<file path="src/rtl/exwb_pkg.sv">
// Shared types and constants for the EX->WB result stage.
package exwb_pkg;

    localparam int TAG_W_DEF  = 5;
    localparam int DATA_W_DEF = 32;

    localparam logic [TAG_W_DEF-1:0] TAG_INVALID = '1;

    typedef struct packed {
        logic [TAG_W_DEF-1:0]  target;
        logic [DATA_W_DEF-1:0] data;
    } exwb_entry_t;

    typedef enum logic [2:0] {
        CH_ALU,
        CH_FWD,
        CH_JUMP,
        CH_BRANCH,
        CH_MEM
    } exwb_ch_e;

endpackage

</file>
<file path="src/rtl/exwb_skid.sv">
// Single-channel 2-entry skid buffer; EXWB_PERF_CNT_EN adds a saturating stall counter.
module exwb_skid
    import exwb_pkg::*;
#(
    parameter int TAG_W  = TAG_W_DEF,
    parameter int DATA_W = DATA_W_DEF
) (
    input  logic              clk,
    input  logic              rst,
    input  logic              flush,
    input  logic              in_valid,
    output logic              in_ready,
    input  logic [TAG_W-1:0]  in_target,
    input  logic [DATA_W-1:0] in_data,
    output logic              out_valid,
    input  logic              out_ready,
    output logic [TAG_W-1:0]  out_target,
    output logic [DATA_W-1:0] out_data
`ifdef EXWB_PERF_CNT_EN
    ,
    output logic [15:0]       stall_cnt
`endif
);

    localparam logic [TAG_W-1:0] TAG_NONE = '1;

    typedef struct packed {
        logic [TAG_W-1:0]  target;
        logic [DATA_W-1:0] data;
    } entry_t;

    entry_t     mem [2];
    logic       head;
    logic       tail;
    logic [1:0] count;
    logic       push;
    logic       pop;

    // Ready depends only on stored occupancy, so out_ready never reaches in_ready.
    assign in_ready   = (count != 2'd2);
    assign out_valid  = (count != 2'd0);
    assign push       = in_valid && in_ready && !flush && (in_target != TAG_NONE);
    assign pop        = out_valid && out_ready && !flush;
    assign out_target = out_valid ? mem[head].target : TAG_NONE;
    assign out_data   = mem[head].data;

    always_ff @(posedge clk or negedge rst) begin
        if (!rst) begin
            head  <= 1'b0;
            tail  <= 1'b0;
            count <= 2'd0;
        end else if (flush) begin
            head  <= 1'b0;
            tail  <= 1'b0;
            count <= 2'd0;
        end else begin
            if (push) tail <= ~tail;
            if (pop)  head <= ~head;
            case ({push, pop})
                2'b10:   count <= count + 2'd1;
                2'b01:   count <= count - 2'd1;
                default: count <= count;
            endcase
        end
    end

    // Payload storage carries no reset; validity lives entirely in count.
    always_ff @(posedge clk) begin
        if (push) mem[tail] <= {in_target, in_data};
    end

`ifdef EXWB_PERF_CNT_EN
    logic [15:0] stall_q;

    always_ff @(posedge clk or negedge rst) begin
        if (!rst) begin
            stall_q <= 16'd0;
        end else if (out_valid && !out_ready && (stall_q != 16'hFFFF)) begin
            stall_q <= stall_q + 16'd1;
        end
    end

    assign stall_cnt = stall_q;
`endif

endmodule

</file>
<file path="src/rtl/exwb_stage.sv">
// EX->WB stage: NUM_CH independent skid-buffered result channels toward the ROB.
// Optional per-channel stall counters are enabled with EXWB_PERF_CNT_EN.
module exwb_stage
    import exwb_pkg::*;
#(
    parameter int NUM_CH = int'(CH_MEM) + 1,
    parameter int DATA_W = DATA_W_DEF,
    parameter int TAG_W  = TAG_W_DEF
) (
    input  logic                     clk,
    input  logic                     rst,
    input  logic                     flush,
    input  logic [NUM_CH-1:0]        in_valid,
    output logic [NUM_CH-1:0]        in_ready,
    input  logic [NUM_CH*TAG_W-1:0]  in_target,
    input  logic [NUM_CH*DATA_W-1:0] in_data,
    output logic [NUM_CH-1:0]        out_valid,
    input  logic [NUM_CH-1:0]        out_ready,
    output logic [NUM_CH*TAG_W-1:0]  out_target,
    output logic [NUM_CH*DATA_W-1:0] out_data
`ifdef EXWB_PERF_CNT_EN
    ,
    output logic [NUM_CH*16-1:0]     stall_cnt
`endif
);

    for (genvar gi = 0; gi < NUM_CH; gi++) begin : g_ch
        exwb_skid #(
            .TAG_W  (TAG_W),
            .DATA_W (DATA_W)
        ) u_skid (
            .clk        (clk),
            .rst        (rst),
            .flush      (flush),
            .in_valid   (in_valid[gi]),
            .in_ready   (in_ready[gi]),
            .in_target  (in_target[gi*TAG_W +: TAG_W]),
            .in_data    (in_data[gi*DATA_W +: DATA_W]),
            .out_valid  (out_valid[gi]),
            .out_ready  (out_ready[gi]),
            .out_target (out_target[gi*TAG_W +: TAG_W]),
            .out_data   (out_data[gi*DATA_W +: DATA_W])
`ifdef EXWB_PERF_CNT_EN
            ,
            .stall_cnt  (stall_cnt[gi*16 +: 16])
`endif
        );
    end

endmodule

</file>
<file path="config.mk">
export PLATFORM = sky130hd
export DESIGN_NAME = exwb_stage
export DESIGN_NICKNAME = d
export VERILOG_FILES = /design/src/rtl/exwb_pkg.sv /design/src/rtl/exwb_skid.sv /design/src/rtl/exwb_stage.sv
export SDC_FILE = /design/constraint.sdc
export NUM_CORES = 1
export LEC_CHECK = 0
export ABC_AREA = 1
export ABC_CLOCK_PERIOD_IN_PS = 7970
export BUFFER_PORTS_ARGS = -buffer_cell sky130_fd_sc_hd__buf_2
export CAP_MARGIN = 20
export CORE_MARGIN = 8
export CORE_UTILIZATION = 49
export CTS_BUF_LIST = sky130_fd_sc_hd__clkbuf_16
export CTS_CLUSTER_DIAMETER = 100
export CTS_CLUSTER_SIZE = 14
export DETAILED_ROUTE_END_ITERATION = 10
export PLACE_DENSITY = 0.75
export SLEW_MARGIN = 15
export SYNTH_ARGS = -nofsm -noshare
export SYNTH_HDL_FRONTEND = slang
export SYNTH_SLANG_ARGS = --single-unit
</file>
<file path="constraint.sdc">
create_clock -name clk -period 7.97 [get_ports clk]
set_input_delay 0.3985 -clock clk [delete_from_list [all_inputs] [get_ports clk]]
set_output_delay 0.3985 -clock clk [all_outputs]
set_load 0.03 [all_outputs]
</file>
==> impl_metrics.tcl, run 1 <==
set metrics [dict create \
    status "completed" \
    switchingPower_mw 1.962 \
    yosysUniqueCellTypes 20 \
    placed_cells 1923 \
    drtPass1Iterations 5 \
    finalCriticalPeriod_ns 2.880 \
    power_leakage_nw 8.135 \
    place_area_um2 17200 \
    syn_to_final_growth_pct 27.42 \
    max-slew-margin-rel 0.2787 \
    nets 1842 \
    totalPowerFinal_mw 5.535 \
    final_common_cell "nand2_1" \
    regToRegEndpoint "g_ch[3].u_skid.mem[1][23]" \
    hold_path_class "input pin to register" \
    hold_ws_ns 0.03080 \
    pwr-share-comb 0.301 \
    filler_cell_count 2148 \
    crit_cells 6 \
    power.density_nw_per_um2 292.5 \
    path_clk_slew_ns 0.07 \
    antenna_found_initial 5 \
    cp-endpoint "out_target[21]" \
    mostFrequentLayoutCells "nand2_1 (593), buf_2 (392), edfxtp_1 (370)" \
    die_area_um2 36130 \
    p_clk_frac 0.246 \
    die_w_um 190.1 \
    crit_path_top_delay_cell "inv_1" \
    setup.worst_path.end_class "primary output" \
    setup_viol 0 \
    routedWlPerCell_um 17.78 \
    path_class "register to primary output" \
    finalMaxSlewViolations 0 \
    fin_setup_tns_ns 0 \
    internal-power_mw 3.573 \
    drv_cap 0 \
    fin_area_um2 18920 \
    worst_path_dominant_cell_family "buffers and inverters" \
    grt_overflow_total 0 \
    io_pins 393 \
    crit_chain "buf_4, inv_1, buf_4, nand2_1, nand3_1, buf_2" \
    cts_max_level 1 \
    io_buffers 392 \
    grt_setup_unrepaired "false" \
    synth_seq_cells 390 \
    cts_resized 0 \
    final_cells 2066 \
    wl_um 36740 \
    ctsLongestPathBuffers 3 \
    clock-root-buffer "clkbuf_16" \
    drive_above_1_share 0.2804 \
    dpl.hpwl_um 24390 \
    cts_tree "yes" \
    path_buf_inv 4 \
    ant_nets 0 \
    postCtsHoldBufs 72 \
    syn_area_um2 14850 \
    gp_congestion 0.7926 \
    cp.required_ns 7.57 \
    synth_fp_nets 1381 \
    cts_buffers 31 \
    synth-seq-area-share 0.7819 \
    cp-start-kind "register" \
    finalHoldViolCount 0 \
    seqPwrFrac 0.453 \
    cp_max_fo 38 \
    num_vias 10180 \
    grt_pass1_wl_um 55930 \
    cp-startpoint "g_ch[4].u_skid.head" \
    fmax_mhz 347.2 \
    worst_pin_slew_ns 1.079 \
    post_cts_buffers 0 \
    swShare 0.3545 \
    irDropWorstVdd_uv 207.1 \
    worst-r2r-cell-count 5 \
    arrival_ns 2.48 \
    finalCritPeriodShare 0.3614 \
    placementRows 63 \
    ys_warn_count 0 \
    core_um2 29720 \
    clkLatencyLatePin_ns 0.57 \
    drc 0 \
    grtUsageTotal 0.1945 \
    cts_num_sinks 390 \
    synth_area_per_cell_um2 12.55 \
    dieHeight_um 190.1 \
    initial_core_util 0.4997 \
    grt_pass1_vias 10470 \
    grt_start_max_net_pins 40 \
    drt_iter0_drc 655 \
    timing.rr.start "g_ch[3].u_skid.count[1]" \
    slowest_delay_ns 0.53 \
    postSynthCellCount 1183 \
    fin_skew_ns 0.02560 \
    regToRegSetupSlack_ns 5.83 \
    via_per_inst 4.927 \
    cp_common_cell "buf_4" \
]
## worst min path at each step
stage	slack, ns	cells after the start	startpoint	to
2_1_floorplan	0.10	0	rst	g_ch[0].u_skid.count[0]
3_3_place_gp	0.42	1	rst	g_ch[0].u_skid.tail
3_5_place_dp	0.44	1	rst	g_ch[0].u_skid.count[1]
4_1_cts	0.0008	1	in_data[18]	g_ch[0].u_skid.mem[1][18]
5_1_grt	0.003	1	in_data[155]	g_ch[4].u_skid.mem[0][27]
6_report	0.03	1	in_data[132]	g_ch[4].u_skid.mem[0][4]
## cells by family (layout without fill, tap and decap cells)
logic type,Yosys count,in the layout,synth area share
buf+inv,83,569,0.02679
simple gates,695,695,0.1863
flops,390,390,0.7819
compound gates,15,15,0.005055
other cells,0,7,0
## cell usage after synthesis, drive strengths merged
library cell,count,area share
nand2,605,0.16
edfxtp,370,0.75
nand3,46,0.016
buf,42,0.016
nor2,34,0.0096
inv,29,0.0077
dfrtp,20,0.034
clkbuf,12,0.0030
nand4,10,0.0042
o21ai,10,0.0034
a21oi,5,0.0017
## flip-flops by register name (all words and copies together) (netlist names)
name               flops
g_ch.u_skid.head       5
g_ch.u_skid.tail       5
g_ch.u_skid.mem      370
g_ch.u_skid.count     10
## through the flow
stage | worst slack [ns] | utilization
6_report | 5.090 | 0.6367
5_1_grt | 4.890 | 0.6365
4_1_cts | 5.032 | 0.6328
3_5_place_dp | 5.462 | 0.5788
3_3_place_gp | 5.434 | 0.5770
2_1_floorplan | 5.017 | -
## metal layers
metal  part of all wire  GRT usage  wire length [µm]
met5            0.00035          0                13
met4              0.027    0.06615               994
met3              0.080    0.04449              2931
met2               0.52     0.3479             19030
met1               0.37     0.2276             13770
## power groups by stage
stage / Clock, mW / Sequential (mW) / Combinational [mW]
final: 1.36 / 2.51 / 1.66
after global routing: 1.47 / 2.52 / 1.79
after CTS: 1.39 / 2.51 / 1.66
after detailed placement: 0 / 2.55 / 1.63
after global placement: 0 / 2.55 / 1.59
after floorplan: 0 / 2.54 / 1.11
## final cells by class
| cell class | count | area [µm²] | share of cell area |
|---|---|---|---|
| timing repair buffer | 482 | 2913 | 0.1539 |
| clock inverter | 27 | 106.4 | 0.005621 |
| antenna | 7 | 17.52 | 0.0009257 |
| sequential | 390 | 11610 | 0.6136 |
| inverter | 29 | 113.9 | 0.006017 |
| tap | 390 | 488.0 | 0.02579 |
| clock buffer | 31 | 775.7 | 0.04100 |
| multi-input combinational | 710 | 2897 | 0.1531 |
No activity file was read; power rests on OpenSTA's default activity.
==> inputs of run 2 (changes only) <==
ABC_CLOCK_PERIOD_IN_PS = 2900   (was 7970)
clock period = 2.9 ns   (was 7.97 ns; I/O delays follow)
==> run 2 against run 1 <==
  * Critical path type unchanged
  * Cell count rose by 5.8%
  * Routed wire length rose by 6.9%
  * Clock power rose to 2.7 times the previous value
  * Utilization rose by 3.8 points
  * Via count rose by 7.1%
  * Worst hold slack improved by 0.014 ns
==> impl_metrics.tcl, run 2 (synthesized netlist as in run 1, its figures left out) <==
set metrics [dict create \
    cts_max_level 1 \
    antenna_found_initial 6 \
    nets 1964 \
    clkLatencyLatePin_ns 0.55 \
    grt_start_max_net_pins 39 \
    fin_area_um2 20040 \
    placementRows 63 \
    irDropWorstVdd_uv 475.1 \
    status "completed" \
    drtPass1Iterations 5 \
    core_um2 29720 \
    final_common_cell "nand2_1" \
    initial_core_util 0.4997 \
    path_clk_slew_ns 0.07 \
    grt_pass1_vias 11520 \
    io_buffers 392 \
    num_vias 10900 \
    cts_buffers 31 \
    place_area_um2 17240 \
    fin_skew_ns 0.01213 \
    drc 0 \
    grtUsageTotal 0.2109 \
    setup_viol 0 \
    worst_pin_slew_ns 0.5549 \
    finalCritPeriodShare 0.7858 \
    gp_congestion 0.7532 \
    setup.worst_path.end_class "primary output" \
    cp.required_ns 2.76 \
    top_register "g_ch.u_skid.mem" \
    cts_tree "yes" \
    cp_max_fo 38 \
    via_per_inst 4.989 \
    cts_resized 0 \
    grt_setup_unrepaired "false" \
    wl_um 39280 \
    syn_to_final_growth_pct 34.93 \
    holdCritStartpoint "flush" \
    ant_nets 0 \
    ctsLongestPathBuffers 3 \
    largest_reg_flops 370 \
    dieHeight_um 190.1 \
    cts_num_sinks 390 \
    power.density_nw_per_um2 764.9 \
    max-slew-margin-rel 0.6292 \
    finalMaxSlewViolations 0 \
    power_leakage_nw 8.613 \
    io_pins 393 \
    finalHoldViolCount 0 \
    drv_cap 0 \
    cp-start-kind "register" \
    top_regs "g_ch.u_skid.mem (370), g_ch.u_skid.count (10)" \
    timing.rr.start "g_ch[3].u_skid.count[1]" \
    die_w_um 190.1 \
    cp-startpoint "g_ch[1].u_skid.head" \
    fin_setup_tns_ns 0 \
    dpl.hpwl_um 24600 \
    path_class "register to primary output" \
    arrival_ns 2.13 \
    hold_path_class "input pin to register" \
    grt_overflow_total 0 \
    drive_above_1_share 0.2627 \
    grt_pass1_wl_um 60910 \
    mostFrequentLayoutCells "nand2_1 (593), buf_2 (392), edfxtp_1 (370)" \
    fmax_mhz 438.8 \
    finalCriticalPeriod_ns 2.279 \
    clock-root-buffer "clkbuf_16" \
    die_area_um2 36130 \
    routedWlPerCell_um 17.98 \
    drt_iter0_drc 675 \
]
run 2: cell count changes in the layout (fill, tap and decap cells not counted), sizes merged:
cell         previous run  this run
dlygate4sd3            74       191
buf                   408       413
inv                    55        53
diode                   7         6
run 2: metal layers:
| layer | track usage | part of all wire |
|---|---|---|
| met1 | 0.2416 | 0.36 |
| met2 | 0.3753 | 0.52 |
| met3 | 0.04522 | 0.079 |
| met4 | 0.09381 | 0.039 |
| met5 | 0 | 0 |
run 2: what timing repair did:
action                     CTS  global route
buffers inserted             0             0
setup endpoints to repair    0             0
hold buffers               191             0
hold endpoints to repair   395             0
run 2: cell type report:
class,count,area [µm²]
flip-flops and latches,390,11610
fillers,1991,9679
repair buffers,604,4044
multi-input cells,710,2897
clock buffers,31,775.7
well taps,390,488.0
inverters,29,113.9
clock inverters,25,93.84
diodes,6,15.01
run 2: report_power, final:
| part | switching (mW) | leakage (nW) | internal (mW) |
|---|---|---|---|
| sequential | 0.171 | 3.63 | 6.73 |
| combinational | 3.46 | 4.47 | 1.25 |
| clock | 1.81 | 0.511 | 1.91 |
| total | 5.44 | 8.61 | 9.89 |
run 2: path summary, 6_finish.rpt:
kind                                             to  slack, ns  depth (start not counted)
hold / removal              g_ch[3].u_skid.count[0]       0.04                          4
min in group asynchronous   g_ch[3].u_skid.count[0]       0.20                          2
setup / recovery                      out_target[7]       0.62                          6
max in group asynchronous   g_ch[1].u_skid.count[1]       2.34                          2
hold reg to reg                 g_ch[1].u_skid.tail       0.55                          1
setup reg to reg           g_ch[3].u_skid.mem[1][9]       1.03                          6
run 2: through the flow:
step	hold WS (ns)	util	setup WS [ns]	cells	total power, mW
floorplan	-0.1506	-	0.1723	1183	10.04
global placement	0.1607	0.5802	0.9594	1932	11.41
detailed placement	0.1621	0.5802	0.8777	1932	11.48
CTS	0.02740	0.6738	0.5954	2179	15.36
global route	0.06590	0.6743	0.4796	2185	15.98
finish	0.04447	0.6743	0.6211	2185	15.33
run 2: worst max-delay path, stage by stage, from the launching register on:
cell and delay, ns:
dfrtp_1 0.36, buf_4 0.25, inv_1 0.14, buf_4 0.38, nand2_1 0.09, nand3_1 0.13, buf_2 0.21
